<file path="src/rtl/char_text_pkg.sv">
// rtl/char_text_pkg.sv - shared constants, state encoding and cursor helper for the text buffer
package char_text_pkg;

  localparam int TXT_COLS  = 16;
  localparam int TXT_ROWS  = 16;
  localparam int TXT_CELLS = 256;
  localparam int CODE_W    = 7;
  localparam int ADDR_W    = 8;

  typedef enum logic {
    ST_IDLE  = 1'b0,
    ST_CLEAR = 1'b1
  } state_t;

  // Start of the following row; the 4-bit row field wraps 15 -> 0 on its own.
  function automatic logic [ADDR_W-1:0] next_row(input logic [ADDR_W-1:0] a);
    logic [3:0] row;
    row = a[7:4] + 4'd1;
    return {row, 4'h0};
  endfunction

endpackage

</file>
<file path="src/rtl/text_ram_dp.sv">
// rtl/text_ram_dp.sv - 256x7 simple dual-port character RAM, one write port and one read port
module text_ram_dp
  import char_text_pkg::*;
(
  input  logic              pclk,
  input  logic              we,
  input  logic [ADDR_W-1:0] waddr,
  input  logic [CODE_W-1:0] wdata,
  input  logic [ADDR_W-1:0] raddr,
  output logic [CODE_W-1:0] rdata
);

  logic [CODE_W-1:0] mem [TXT_CELLS];

  always_ff @(posedge pclk) begin
    if (we) begin
      mem[waddr] <= wdata;
    end
  end

  // Read data is captured by the caller on the same edge as the write, so a
  // same-address collision returns the old contents.
  assign rdata = mem[raddr];

endmodule

</file>
<file path="src/rtl/char_text_buffer.sv">
// rtl/char_text_buffer.sv - 16x16 character store with cursor-driven put port and clear sweep
module char_text_buffer
  import char_text_pkg::*;
#(
  parameter logic [CODE_W-1:0] FILL_CHAR    = 7'h20,
  parameter logic [CODE_W-1:0] NEWLINE_CODE = 7'h0A
) (
  input  logic              pclk,
  input  logic              rst,
  input  logic [ADDR_W-1:0] char_yx,
  input  logic [3:0]        char_line_in,
  output logic [CODE_W-1:0] char_code,
  output logic [3:0]        char_line_out,
  input  logic              put_valid,
  input  logic [CODE_W-1:0] put_data,
  output logic              put_ready,
  input  logic              cur_set,
  input  logic [ADDR_W-1:0] cur_addr,
  input  logic              clr_req,
  output logic              busy,
  output logic [ADDR_W-1:0] cursor
);

  state_t            state;
  logic [ADDR_W-1:0] cnt;
  logic              we;
  logic [ADDR_W-1:0] waddr;
  logic [CODE_W-1:0] wdata;
  logic [CODE_W-1:0] rd_data;
  logic              put_fire;
  logic              is_nl;

  assign put_ready = (state == ST_IDLE) && !clr_req && !cur_set;
  assign busy      = (state == ST_CLEAR);
  assign put_fire  = put_valid && put_ready;
  assign is_nl     = (put_data == NEWLINE_CODE);

  always_comb begin
    we    = 1'b0;
    waddr = cursor;
    wdata = put_data;
    if (state == ST_CLEAR) begin
      we    = 1'b1;
      waddr = cnt;
      wdata = FILL_CHAR;
    end else if (put_fire && !is_nl) begin
      we = 1'b1;
    end
  end

  text_ram_dp u_ram (
    .pclk  (pclk),
    .we    (we),
    .waddr (waddr),
    .wdata (wdata),
    .raddr (char_yx),
    .rdata (rd_data)
  );

  // Render path is independent of the FSM and never stalls.
  always_ff @(posedge pclk or posedge rst) begin
    if (rst) begin
      char_code     <= '0;
      char_line_out <= '0;
    end else begin
      char_code     <= rd_data;
      char_line_out <= char_line_in;
    end
  end

  always_ff @(posedge pclk or posedge rst) begin
    if (rst) begin
      state  <= ST_CLEAR;
      cnt    <= '0;
      cursor <= '0;
    end else begin
      case (state)
        ST_IDLE: begin
          if (clr_req) begin
            state <= ST_CLEAR;
            cnt   <= '0;
          end else if (cur_set) begin
            cursor <= cur_addr;
          end else if (put_valid) begin
            cursor <= is_nl ? next_row(cursor) : cursor + 8'd1;
          end
        end
        ST_CLEAR: begin
          cnt <= cnt + 8'd1;
          if (cnt == 8'hFF) begin
            state  <= ST_IDLE;
            cursor <= '0;
          end
        end
        default: begin
          state <= ST_CLEAR;
          cnt   <= '0;
        end
      endcase
    end
  end

endmodule

</file>
<file path="config.mk">
export PLATFORM = sky130hd
export DESIGN_NAME = char_text_buffer
export DESIGN_NICKNAME = d
export VERILOG_FILES = /design/src/rtl/char_text_pkg.sv /design/src/rtl/text_ram_dp.sv /design/src/rtl/char_text_buffer.sv
export SDC_FILE = /design/constraint.sdc
export NUM_CORES = 2
export LEC_CHECK = 0
export BUFFER_PORTS_ARGS = -buffer_cell sky130_fd_sc_hd__clkbuf_2
export CAP_MARGIN = 20
export CORE_MARGIN = 2
export CORE_UTILIZATION = 40
export CTS_CLUSTER_DIAMETER = 120
export DETAILED_ROUTE_END_ITERATION = 8
export GPL_TIMING_DRIVEN = 0
export REMOVE_ABC_BUFFERS = 1
export SYNTH_ARGS = -nofsm -noshare
export SYNTH_HDL_FRONTEND = slang
export SYNTH_SLANG_ARGS = --single-unit
</file>
<file path="constraint.sdc">
create_clock -name pclk -period 13.8 [get_ports pclk]
set_clock_uncertainty 0.15 [all_clocks]
set_input_delay 0.69 -clock pclk [delete_from_list [all_inputs] [get_ports pclk]]
set_output_delay 0.69 -clock pclk [all_outputs]
set_load 0.02 [all_outputs]
</file>
-- Word level (Yosys, flattened, before mapping)
Memories as Yosys holds them, arrays and structs flattened. A register that Yosys moved wholly into a read port is not among the register bits.
Index checks and enable logic that the tools add are counted.
W data, S select, Z words.
- add/subtract/negate cells: 3
- equality and inequality tests: 6
- multiplexer cells: 17
- bitwise operators: 1
- reduce and logical (&&, ||, !) cells: 8
- operators with widths (operator ; count):
    $mux W8 ; 7
    $pmux W8 S2 ; 2
    $add A8 B1 Y8 const B ; 2
    $eq A8 B8 Y1 const B ; 1
    $eq A7 B4 Y1 const B ; 1
    $mux W7 ; 1
    $mux W1 ; 6
    $add A4 B1 Y4 const B ; 1
    $logic_and A1 B1 Y1 ; 4
    $ne A2 B2 Y1 const B ; 2
    $logic_not A1 Y1 ; 3
    $ne A3 B3 Y1 const B ; 1
    $reduce_and A3 Y1 ; 1
    $ne A2 B1 Y1 const B ; 1
    $pmux W1 S2 ; 1
    $not A1 Y1 ; 1
- flip-flop bits (word level): 21
- bits in writable memories: 1792
- input port bits: 32
- output and inout bits: 21
- logic and storage cells: 40
- memories: 1
- memories (name ; words ; width ; read ports ; clocked after Yosys merged registers in ; write ports ; RTL line ; RTL):
    u_ram.mem ; 256 ; 7 ; 1 ; 1 ; 1 ; text_ram_dp.sv:13 ; logic [CODE_W-1:0] mem [TXT_CELLS];

-- Depth between registers and ports, before layout
- depth after elaboration: 9
- depth in mapped cells: 12

-- Hierarchy
From an unflattened synthesis, not the netlist that was laid out.
- cell total of the unflattened synthesis: 3525
- area total of the unflattened synthesis: 71556.1 um^2
- by module, submodules not included (module ; instances ; cells an instance ; area each (um^2) ; sequential area each (um^2)):
    text_ram_dp ; 1 ; 3374 ; 70057.2 ; 53811.6
    char_text_buffer ; 1 ; 151 ; 1498.9 ; 701.9

-- Worst setup path before layout
Ideal clock, no wire load.
- kind: reg-to-reg
- start point: register state, in the netlist busy
- end point: memory u_ram.mem[0][3], data pin
- arrival: 7553 ps
- data required time: 12203 ps
- setup slack: 4651 ps
- cell stages (with the launch flop): 7
- path buffers: 5
- cell sequence: dfstp_2 > clkbuf_1 > buf_2 > buf_1 > buf_1 > clkbuf_1 > nor2b_1
- longest elaborated chain between the ends: 1
- RTL lines (element ; RTL line ; RTL):
    start, declared ; char_text_buffer.sv:24 ; state_t state;
    start signal, assigned ; char_text_buffer.sv:73 ; state <= ST_CLEAR;
    start signal, assigned ; char_text_buffer.sv:80 ; state <= ST_CLEAR;
    start signal, assigned ; char_text_buffer.sv:91 ; state <= ST_IDLE;
    $mux W7 ; char_text_buffer.sv:42 ; if (state == ST_CLEAR) begin
    named net u_ram.wdata[3] ; text_ram_dp.sv:8 ; input logic [CODE_W-1:0] wdata,
    end, declared ; text_ram_dp.sv:13 ;
The timed path passes the listed nets, and every way through them passes these cells.

-- Worst setup path after layout
- start point: register state, in the netlist busy
- end point: memory u_ram.mem[24][0], enable pin
- longest elaborated chain between the ends: 9
- RTL lines (element ; RTL line ; RTL):
    $not A1 Y1 ; -- ;
    $logic_and A1 B1 Y1 (2 in a row) ; char_text_buffer.sv:33 ; assign put_ready = (state == ST_IDLE) && !clr_req && !cur_set;
    $logic_and A1 B1 Y1 ; char_text_buffer.sv:35 ; assign put_fire = put_valid && put_ready;
    $logic_and A1 B1 Y1 ; char_text_buffer.sv:46 ; end else if (put_fire && !is_nl) begin
    $mux W1 ; char_text_buffer.sv:46 ;
    $mux W1 ; char_text_buffer.sv:42 ;
    $mux W1 ; text_ram_dp.sv:16 ; if (we) begin
    $mux W1 (not written as such) ; text_ram_dp.sv:17 ; mem[waddr] <= wdata;
Parallel ways exist; a longest one is shown, timed or not.

==> results.json <==
{
  "outcome": "finished clean",
  "die_h_um": 427.5,
  "worstRegToRegCells": 5,
  "cp.required_ns": 14.09,
  "ant_nets": 0,
  "post-synth-top-count-cell": "edfxtp_1",
  "fill_cells": 14920,
  "crit_buf_inv": 2,
  "ff2ff_setup_slack_ns": 8.64,
  "finalSetupViolations": 0,
  "mappedNetlistArea_mm2": 0.07174,
  "die_x_um": 427.5,
  "synth_top_area_share_pct": 75.01,
  "tritoncts": "built",
  "viasPerCell": 5.767,
  "power_mw": 11.99,
  "min_period_ns": 5.161,
  "synth_area_leaders": "edfxtp_1 (75%), mux4_2 (11%), mux2i_1 (1.9%)",
  "clk_pin_slew_ns": 0.06,
  "die-area_mm2": 0.1828,
  "routed_wl_mm": 178.9,
  "final_util_pct": 45.60,
  "ys_seq_area_share_pct": 75.99,
  "path_depth": 5,
  "synth_warnings": 0,
  "cpLargestDelayFamily": "simple AND/OR/NAND/NOR gates",
  "drt_iter0_drc": 3865,
  "dr_wl_met3_mm": 11.55,
  "setup_tns_ns": 0,
  "syn_inst": 3552,
  "rows": 155,
  "cap_viol_max_count": 0,
  "drive_above_1_share_pct": 21.09,
  "crit_path_end_kind": "flip-flop",
  "htree_levels": 4,
  "max_stage_delay_ns": 1.17,
  "vias": 35620,
  "clockBufferDepth": 3,
  "cp-start-kind": "flip-flop",
  "wire_per_inst_um": 28.96,
  "ir_worst_vdd_mv": 0.1376,
  "tightest_slew_ns": 1.156,
  "fin_nets": 3705,
  "maxClockFrequency_mhz": 193.8,
  "leakagePower_nw": 25.55,
  "post_cts_buffers": 0,
  "grt_usage_pct": 19.52,
  "antenna_cells": 0,
  "r2r-end": "u_ram.mem[24][0]",
  "ctsRootBufferMaster": "clkbuf_16",
  "ios": 53,
  "synth_common_cells": "edfxtp_1 (1792), mux4_2 (347), nor2_1 (296), mux2i_1 (135), nand2_1 (126)",
  "rsz0062_at_grt": "false",
  "hold_path.class": "in -> reg",
  "synth.distinct_cells": 71,
  "power.density_mw_per_mm2": 147.4,
  "globalplace.congestion": 0.8012,
  "drtPass1Iterations": 6,
  "met2WireLength_mm": 87.24,
  "cts_buffers": 183,
  "coreArea_mm2": 0.1784,
  "start_util_pct": 40.21,
  "reg2reg_from": "busy",
  "antenna_found_initial": 5,
  "routed.top_layer": "met5",
  "crit_path_end": "u_ram.mem[24][0]",
  "register_area_mm2": 0.05451,
  "hold-path-cell-count": 3,
  "grt_max_degree": 88,
  "startpoint": "busy",
  "path_class": "reg -> reg",
  "relSlewSlack_pct": 22.21,
  "cp.arrival_ns": 5.45,
  "grt_pass1_vias": 36110,
  "fin_crit_sh_pct": 37.40,
  "multi_input_area_mm2": 0.01585,
  "slew_violations": 0,
  "synth_top_cell_by_area": "edfxtp_1",
  "dp_slack_ns": 8.161,
  "io_buffer_count": 52,
  "met1Wirelength_mm": 74.66,
  "synth-seq-cells": 1820,
  "hold_violations": 0,
  "slowest_stage": "dfstp_2",
  "cp_max_fo": 44,
  "path_cells": "clkinv_1 > nand2_1 > nand3_2 > buf_16 > nor2_1",
  "area_delta_synth_final_pct": 13.40,
  "grt_first_pass_wirelength_mm": 257.3,
  "drc": 0,
  "synth_edf_count": 1792,
  "gr-total-overflow": 0,
  "synth-async-reset-ratio_pct": 1.538,
  "syn_avg_cell_area_um2": 20.20,
  "numClockSinks": 1820,
  "ys.flop_type": "edfxtp_1",
  "clk_latency_ns": 0.82,
  "setup_ws_ns": 8.639,
  "dp_hpwl_mm": 112.1
}
-- stage by stage --
step,hold WS [ns],cells,instance area (µm²)
after detailed placement,0.4345,5830,75560
after global routing,0.04484,6177,81350
after global placement,0.4213,5746,73460
final,0.04952,6177,81350
after CTS,0.008618,6174,81340
after floorplan,0.3696,3339,70250
-- worst min path at each step --
stage                            from        end  slack [ns]
final                     cur_addr[4]  cursor[4]        0.05
after global placement         cnt[7]     cnt[7]        0.42
after detailed placement       cnt[7]     cnt[7]        0.43
after CTS                 cur_addr[4]  cursor[4]       0.009
after floorplan                cnt[7]     cnt[7]        0.37
after global routing      cur_addr[4]  cursor[4]        0.04
-- cell usage in the layout (no fill, tap or decap), types with 35 or more instances in the layout --
cell	netlist	final
clkbuf_2	0	49
o22ai_1	75	75
a21oi_1	65	65
buf_12	14	45
nor2_1	296	295
buf_16	0	35
mux4_2	347	347
a211oi_1	37	37
mux4_1	38	38
nand2_1	126	125
edfxtp_1	1792	1792
clkinv_1	2	48
clkbuf_1	93	47
clkbuf_16	0	188
mux2i_1	135	135
-- cell type report --
type | count | share of cell area [%]
repair buffers | 146 | 2.782
well taps | 2355 | 3.622
inverters | 17 | 0.08767
flip-flops and latches | 1820 | 67.01
clock inverters | 101 | 1.001
multi-input cells | 1502 | 19.48
clock buffers | 236 | 6.017
-- power by group --
part / leakage (nW) / switching [mW] / internal [mW]
combinational: 6.06 / 0.712 / 0.318
sequential: 16.7 / 0.0578 / 6.12
clock: 2.80 / 2.06 / 2.72
total: 25.6 / 2.83 / 9.16
-- cell families (layout without fill, tap and decap cells) --
family | after synthesis | after routing | share of synthesized area (%)
mux | 547 | 547 | 14.59
simple gates | 591 | 591 | 3.607
fa+ha+maj | 3 | 3 | 0.05233
flops | 1820 | 1820 | 75.99
buf+inv | 230 | 500 | 2.168
compound gates | 357 | 357 | 3.546
xor+xnor | 4 | 4 | 0.04884
-- layer usage --
metal	GRT usage (%)	up-vias
met3	3.539	273
met2	31.60	1345
met4	6.187	4
li1	-	15010
met5	0	-
met1	26.92	18990
-- sequential cells by signal, indices dropped and copies added (netlist names) --
signal         flops
u_ram.mem       1792
cnt                8
cursor             8
char_code          7
char_line_out      4
busy               1
-- repair_timing --
action                                 in CTS  in global routing
hold buffers                                7                  0
resized for setup                           0                  0
endpoints found under the hold margin      17                  0
-- tightest hold or removal path, cell delays in order --
cell	delay, ns
clkbuf_2	0.08
a22oi_1	0.07
o21ai_0	0.14
No activity file was read; power rests on OpenSTA's default activity.
